**config.mk**
```make
export PLATFORM = sky130hd
export DESIGN_NAME = sys_timer
export DESIGN_NICKNAME = d
export VERILOG_FILES = /design/src/rtl/sys_timer_pkg.sv /design/src/rtl/sys_timer_prescaler.sv /design/src/rtl/sys_timer.sv
export SDC_FILE = /design/constraint.sdc
export NUM_CORES = 1
export LEC_CHECK = 0
export CORE_ASPECT_RATIO = 0.7
export CORE_UTILIZATION = 40
export DETAILED_ROUTE_END_ITERATION = 16
export PLACE_DENSITY = 0.75
export SLEW_MARGIN = 20
export SYNTH_ARGS = -nofsm -noshare
export SYNTH_HDL_FRONTEND = slang
export SYNTH_SLANG_ARGS = --single-unit
```
**constraint.sdc**
```tcl
create_clock -name sys_clk -period 2.2 [get_ports sys_clk]
set_clock_uncertainty 0.15 [all_clocks]
set_input_delay 0.33 -clock sys_clk [delete_from_list [all_inputs] [get_ports sys_clk]]
set_output_delay 0.33 -clock sys_clk [all_outputs]
set_load 0.03 [all_outputs]
```
**src/rtl/sys_timer_pkg.sv**
```systemverilog
// Shared CPU-side typedefs for the system timer: register offsets and register layouts.
package pkg_cpu_typedefs;

    localparam logic [3:0] TMR_CTRL_OFS   = 4'h0;
    localparam logic [3:0] TMR_COUNT_OFS  = 4'h4;
    localparam logic [3:0] TMR_CMP_OFS    = 4'h8;
    localparam logic [3:0] TMR_STATUS_OFS = 4'hC;

    localparam int TMR_PRESC_WIDTH = 8;

    typedef struct packed {
        logic [TMR_PRESC_WIDTH-1:0] presc;
        logic                       ie;
        logic                       en;
    } tmr_ctrl_reg_t;

    typedef struct packed {
        logic ovf;
        logic match;
    } tmr_status_reg_t;

endpackage

```
**src/rtl/sys_timer_prescaler.sv**
```systemverilog
// Prescaler for sys_timer: one-cycle tick every presc+1 enabled cycles.
module sys_timer_prescaler
    import pkg_cpu_typedefs::*;
(
    input  logic                       sys_clk,
    input  logic                       sys_rst_n,
    input  logic                       en,
    input  logic [TMR_PRESC_WIDTH-1:0] presc,
    input  logic                       restart,
    output logic                       tick
);

    logic [TMR_PRESC_WIDTH-1:0] cnt_q;

    assign tick = en && (cnt_q == presc);

    // NOTE: sequential state uses non-blocking assignments so every flop samples pre-edge values.
    always_ff @(posedge sys_clk or negedge sys_rst_n) begin
        if (!sys_rst_n) begin
            cnt_q <= '0;
        end else if (!en || restart || tick) begin
            cnt_q <= '0;
        end else begin
            cnt_q <= cnt_q + TMR_PRESC_WIDTH'(1);
        end
    end

endmodule

```
**src/rtl/sys_timer.sv**
```systemverilog
// Memory-mapped 32-bit system timer: prescaler, counter, compare/overflow flags, level IRQ.
// Optional macro SYS_TIMER_AUTO_RELOAD_EN: counter reloads to 0 on a compare match.
module sys_timer
    import pkg_cpu_typedefs::*;
#(
    parameter int                    ADDR_WIDTH = 32,
    parameter int                    DATA_WIDTH = 32,
    parameter logic [ADDR_WIDTH-1:0] BASE_ADDR  = 32'h0001_0000
) (
    input  logic                  sys_clk,
    input  logic                  sys_rst_n,
    input  logic                  mem_wr_en,
    input  logic [ADDR_WIDTH-1:0] mem_addr,
    input  logic [DATA_WIDTH-1:0] mem_data_in,
    output logic                  tmr_sel,
    output logic [DATA_WIDTH-1:0] tmr_rd_data,
    output logic                  tmr_irq
);

    tmr_ctrl_reg_t   ctrl_q, ctrl_d;
    tmr_status_reg_t status_q, status_d;
    logic [DATA_WIDTH-1:0] count_q, count_d;
    logic [DATA_WIDTH-1:0] cmp_q, cmp_d;
    logic                  irq_d;

    logic [3:0] reg_ofs;
    logic       wr_ctrl, wr_count, wr_cmp, wr_status;
    logic       restart, tick, match_hit, ovf_hit;
    logic [1:0] unused_addr_bits;

    assign tmr_sel          = (mem_addr[ADDR_WIDTH-1:4] == BASE_ADDR[ADDR_WIDTH-1:4]);
    assign reg_ofs          = {mem_addr[3:2], 2'b00};
    assign unused_addr_bits = mem_addr[1:0];

    assign wr_ctrl   = mem_wr_en && tmr_sel && (reg_ofs == TMR_CTRL_OFS);
    assign wr_count  = mem_wr_en && tmr_sel && (reg_ofs == TMR_COUNT_OFS);
    assign wr_cmp    = mem_wr_en && tmr_sel && (reg_ofs == TMR_CMP_OFS);
    assign wr_status = mem_wr_en && tmr_sel && (reg_ofs == TMR_STATUS_OFS);

    // Reloading COUNT or changing the division ratio realigns the tick phase.
    assign restart = wr_count ||
                     (wr_ctrl && (mem_data_in[15:8] != ctrl_q.presc));

    sys_timer_prescaler u_prescaler (
        .sys_clk   (sys_clk),
        .sys_rst_n (sys_rst_n),
        .en        (ctrl_q.en),
        .presc     (ctrl_q.presc),
        .restart   (restart),
        .tick      (tick)
    );

    assign match_hit = tick && (count_q == cmp_q);
    assign ovf_hit   = tick && (&count_q);

    // NOTE: every always_comb output gets a default first, so no path can infer a latch.
    always_comb begin
        ctrl_d   = ctrl_q;
        count_d  = count_q;
        cmp_d    = cmp_q;
        status_d = status_q;

        if (tick) begin
`ifdef SYS_TIMER_AUTO_RELOAD_EN
            if (match_hit) count_d = '0;
            else           count_d = count_q + DATA_WIDTH'(1);
`else
            count_d = count_q + DATA_WIDTH'(1);
`endif
        end

        if (wr_ctrl) begin
            ctrl_d.en    = mem_data_in[0];
            ctrl_d.ie    = mem_data_in[1];
            ctrl_d.presc = mem_data_in[15:8];
        end
        if (wr_count) count_d = mem_data_in;
        if (wr_cmp)   cmp_d   = mem_data_in;

        // Hardware set takes priority over a simultaneous write-1-to-clear.
        status_d.match = (status_q.match & ~(wr_status & mem_data_in[0])) | match_hit;
        status_d.ovf   = (status_q.ovf   & ~(wr_status & mem_data_in[1])) | ovf_hit;

        irq_d = ctrl_d.ie & status_d.match;
    end

    always_ff @(posedge sys_clk or negedge sys_rst_n) begin
        if (!sys_rst_n) begin
            ctrl_q   <= '0;
            count_q  <= '0;
            cmp_q    <= '0;
            status_q <= '0;
            tmr_irq  <= 1'b0;
        end else begin
            ctrl_q   <= ctrl_d;
            count_q  <= count_d;
            cmp_q    <= cmp_d;
            status_q <= status_d;
            tmr_irq  <= irq_d;
        end
    end

    always_comb begin
        tmr_rd_data = '0;
        if (tmr_sel) begin
            unique case (reg_ofs)
                TMR_CTRL_OFS:   tmr_rd_data = DATA_WIDTH'({ctrl_q.presc, 6'b0, ctrl_q.ie, ctrl_q.en});
                TMR_COUNT_OFS:  tmr_rd_data = count_q;
                TMR_CMP_OFS:    tmr_rd_data = cmp_q;
                TMR_STATUS_OFS: tmr_rd_data = DATA_WIDTH'(status_q);
                default:        tmr_rd_data = '0;
            endcase
        end
    end

endmodule
```
After elaboration in Yosys (flattened, before gate mapping)
Index checks and enable logic that the tools add are counted.

$add $sub $neg: 2. Bitwise logic cells: 9. Reductions and logical operators: 16. Mux-type cells: 6. Equal/unequal tests: 7.

Operators with widths (number): $pmux W32 S4 (1); $mux W32 (3); $add A32 B1 Y32 const B (1); $eq A32 B32 Y1 (1); $reduce_and A32 Y1 (1); $eq A28 B13 Y1 const B (1); $logic_and A1 B1 Y1 (9); $add A8 B1 Y8 const B (1); $eq A8 B8 Y1 (1); $mux W8 (1); $ne A8 B8 Y1 (1); $and A1 B1 Y1 (5); $eq A2 B2 Y1 const B (2); $logic_not A4 Y1 (1); $logic_or A1 B1 Y1 (3); $eq A2 B1 Y1 const B (1); $mux W2 (1); $not A1 Y1 (2); $or A1 B1 Y1 (2); $reduce_bool A2 Y1 (1); $logic_not A1 Y1 (1).

Output and inout port bits: 34. Word-level logic and storage cells: 49. Bits in registers: 85. Input bits: 67.

Longest topological paths before layout
Depth in word-level cells: 8. Mapped depth: 8.

Modules after synthesis
From an unflattened synthesis, not the netlist that was laid out.

Cell total of the unflattened synthesis: 528. Area total of the unflattened synthesis: 5253.8 µm².

By module, submodules not included: sys_timer (seq. area each 1926.8 µm², area an instance 4782.1 µm², cells an instance 482, times used 1); sys_timer_prescaler (seq. area each 200.2 µm², area an instance 471.7 µm², cells an instance 46, times used 1).

Worst setup path after synthesis
No wires, ideal clock.

Path kind: input-to-reg. Start point: input port mem_addr[14]. End point: register cmp_q[0]. Library setup time: 125 ps. Required time: 1925 ps. Data arrival time: 2038 ps. Buffers on the path: 2. Stages on the path: 8. Slack: -113 ps. Path through: nor4b_1 -> and4_1 -> nand4_2 -> inv_1 -> and3_1 -> clkbuf_1 -> buf_2 -> mux2_2.

Word-level cells in the longest chain between the ends: 3.

Ends and longest elaborated chain: start: declaration (RTL line sys_timer.sv:13) `input logic [ADDR_WIDTH-1:0] mem_addr,`; $eq A28 B13 Y1 (RTL line sys_timer.sv:31) `assign tmr_sel = (mem_addr[ADDR_WIDTH-1:4] == BASE_ADDR[ADDR_WIDTH-1:4]);`; via tmr_sel (RTL line sys_timer.sv:15) `output logic tmr_sel,`; $logic_and A1 B1 Y1 (2 in series) (RTL line sys_timer.sv:37) `assign wr_cmp = mem_wr_en && tmr_sel && (reg_ofs == TMR_CMP_OFS);`; end signal: assignment (RTL line sys_timer.sv:97) `cmp_q <= cmp_d;`; end: declaration (RTL line sys_timer.sv:23) `logic [DATA_WIDTH-1:0] cmp_q, cmp_d;`.

The timed path passes the listed nets, and every way through them passes these cells. A chain may end at the register's enable or synchronous reset.

Worst setup path in the final report
Start point: input port mem_addr[31]. End point: output port tmr_rd_data[24].

Word-level cells in the longest chain between the ends: 2.

Ends and longest elaborated chain: $eq A28 B13 Y1 (RTL line sys_timer.sv:31); $mux W32 (RTL line sys_timer.sv:105) `if (tmr_sel) begin`; end: declaration (RTL line sys_timer.sv:16) `output logic [DATA_WIDTH-1:0] tmr_rd_data,`.

Every way passes these cells.

==> results.yml <==
status:
  run_status: "finished with violations"
  failed_checks: "setup timing"
critical_path:
  crit_required_ns: 1.72
  cp_max_fo: 5
  path_cells: "dlygate4sd2_1 > nor4_2 > nand4_2 > buf_6 > buf_12 > buf_12 > nor2_4 > buf_6"
  crit_type: "in -> out"
  arrival_ns: 1.76
  cpPeakStageDelay_ns: 0.33
  end_kind: "output port"
  start_kind: "primary input"
  slowest_stage: "nor4_2"
pwr:
  combPwrFrac_pct: 7.7
  ir_drop_mv: 0.386
  clkPwrFrac_pct: 49.2
  swShare_pct: 21.6
  power_uw: 3630
  cellPowerDensity_mw_per_mm2: 481
  p_int_uw: 2840
  power.switching_uw: 786
  power.sequential.fraction_pct: 43.1
  p_leak_uw: 0.00298
sta:
  setup_viol: 16
  slew_violations: 0
  worstMarginPinSlew_ns: 0.418
  finalCriticalPeriod_ns: 2.24
  relSlewSlack_pct: 72.1
  fin_crit_sh_pct: 102
  setup_ws_ns: -0.0430
  hold_violations: 0
  max_freq_mhz: 446
  tns_ns: -0.222
  rsz0062_at_grt: "yes"
die:
  die_width_um: 135
  die_h_um: 95.3
  start_util_pct: 41.8
  die_area_mm2: 0.0129
  ioPinCount: 101
  rows: 33
  core_area_mm2: 0.0119
clock_tree:
  ctsHtreeMaxLevel: 3
  clock_latency_ns: 0.34
  cts.sinks: 85
  clockRootBuffer: "clkbuf_16"
  cts_tree: "yes"
  cts.path.max_buffers: 2
  clk_pin_slew_ns: 0.06
  cts_inserted_buffers: 9
synthesis:
  synth-edff-count: 0
  yosys_warnings: 0
  ys_async_sr_fraction_pct: 100
  ys.flop_type: "dfrtp_1"
  ys_types: 37
  syn-instance-count: 505
  syn_avg_cell_area_um2: 9.84
  yosysSeqAreaShare_pct: 42.8
  ys_seq_elements: 85
  syn_nets: 574
  syn_area_mm2: 0.00497
cells_and_area:
  seq_area_mm2: 0.00213
  diodes: 0
  final_common_cell: "dfrtp_1"
  drive_gt1_share_pct: 35.9
  syn_to_final_growth_pct: 51.6
  nFillCells: 899
  multiInputGateArea_mm2: 0.00317
  final_net_count: 716
  final_cell_mix: "82 x dfrtp_1, 50 x xnor2_1, 44 x buf_6, 39 x nand2_1, 39 x buf_4"
  final_area_mm2: 0.00754
hold_path:
  hold_class: "in -> reg"
route:
  wl_mm: 16.4
  wl_per_cell_um: 20.3
  ant_nets: 0
  drtIter0Drc: 333
  drc: 0
  drtPass1Iterations: 5
  vias_per_cell: 5.67
  routed-via-count: 4584
grt:
  grt_pass1_vias: 4432
  grtUsageTotal_pct: 24.0
  antenna_found_initial: 0
  grt_max_degree: 58
  grt.overflow.total: 0
  grt_pass1_wl_mm: 23.3
placed_design:
  place_area_mm2: 0.00632
  portBuffers: 98
  dp_hpwl_mm: 10.7
  gp_congestion: 0.874
run:
  drv_cap: 0
registers in the layout, indices dropped and copies added (netlist names):
register	flops
ctrl_q	10
u_prescaler.cnt_q	8
cmp_q	32
tmr_irq	1
count_q	32
status_q	2
synth_stat cells (3+ instances only):
master	n	area, um2
nand3_1	19	95.1
nand2_1	41	154
buf_2	6	30.0
clkbuf_1	21	78.8
mux2_2	40	450
and4_1	4	35.0
xor2_1	33	289
a21oi_1	13	65.1
mux2i_1	9	90.1
dfrtp_1	85	2130
o21ai_0	28	140
nor2_1	55	206
o21ai_1	3	15.0
nor2b_1	4	25.0
and3_1	10	62.6
nor4_1	9	56.3
inv_1	3	11.3
nand4_1	24	150
a22oi_1	22	165
xnor2_1	52	455
power groups by stage:
stage                     combinational [uW]  clock (uW)  sequential [uW]
final                                    281        1790             1560
after global routing                     298        1870             1560
after CTS                                274        1800             1560
after detailed placement                 266           0             1590
after global placement                   263           0             1590
after floorplan                         57.4           0             1590
layer usage:
layer | wire length, um | share of wire [%] | track usage, %
met1 | 7140 | 44 | 33.4
met2 | 7510 | 46 | 38.5
met3 | 1610 | 9.8 | 5.10
met4 | 148 | 0.90 | 4.59
met5 | 0 | 0 | 0
cell families after synthesis:
kind of cell	synth area share [%]
compound gates	8.28
xor+xnor	15.0
fa+ha+maj	0.503
buf+inv	2.94
flops	42.8
mux	12.3
simple gates	18.2
area by class of cell:
type                    count  share of cell area, %
multi-input cells         387                   42.1
flip-flops and latches     85                   28.3
repair buffers            161                   22.3
clock buffers              11                   3.22
well taps                 157                   2.61
clock inverters             5                   1.41
inverters                   3                  0.149
timing repair:
action                                  in CTS  in global routing
hold buffers                                 1                  0
cloned                                       1                  6
pin swaps                                   27                 40
endpoints found under the setup margin     116                108
resized for setup                          159                 95
hold endpoints to repair                    28                  0
buffers inserted                             5                  9
through the flow:
| step | std cells | util, % | worst slack, ns | hold WS, ns |
|---|---|---|---|---|
| finish | 809 | 63.4 | -0.0430 | 0.319 |
| global placement | 771 | 53.2 | -0.590 | 0.138 |
| CTS | 794 | 59.8 | -0.0581 | 0.344 |
| global route | 809 | 63.4 | -0.122 | 0.373 |
| detailed placement | 771 | 53.2 | -0.645 | 0.142 |
| floorplan | 505 | - | -0.0739 | -0.116 |
path summary, 6_finish.rpt:
path,from,end,slack [ns],cells after the start
worst max register to register,ctrl_q[2],count_q[6],-0.01,9
worst max-delay path,mem_addr[31],tmr_rd_data[24],-0.04,8
max in group asynchronous,sys_rst_n,ctrl_q[5],0.90,3
worst min register to register,status_q[1],status_q[1],0.38,2
min in group asynchronous,sys_rst_n,count_q[27],0.33,2
worst min-delay path,mem_addr[2],status_q[1],0.32,4
worst max-delay path: cells and delay by family:
family | cells | cell delay (ns)
buffers and inverters | 5 | 0.81
and+or+nand+nor | 3 | 0.62
No activity file was read; power rests on OpenSTA's default activity.
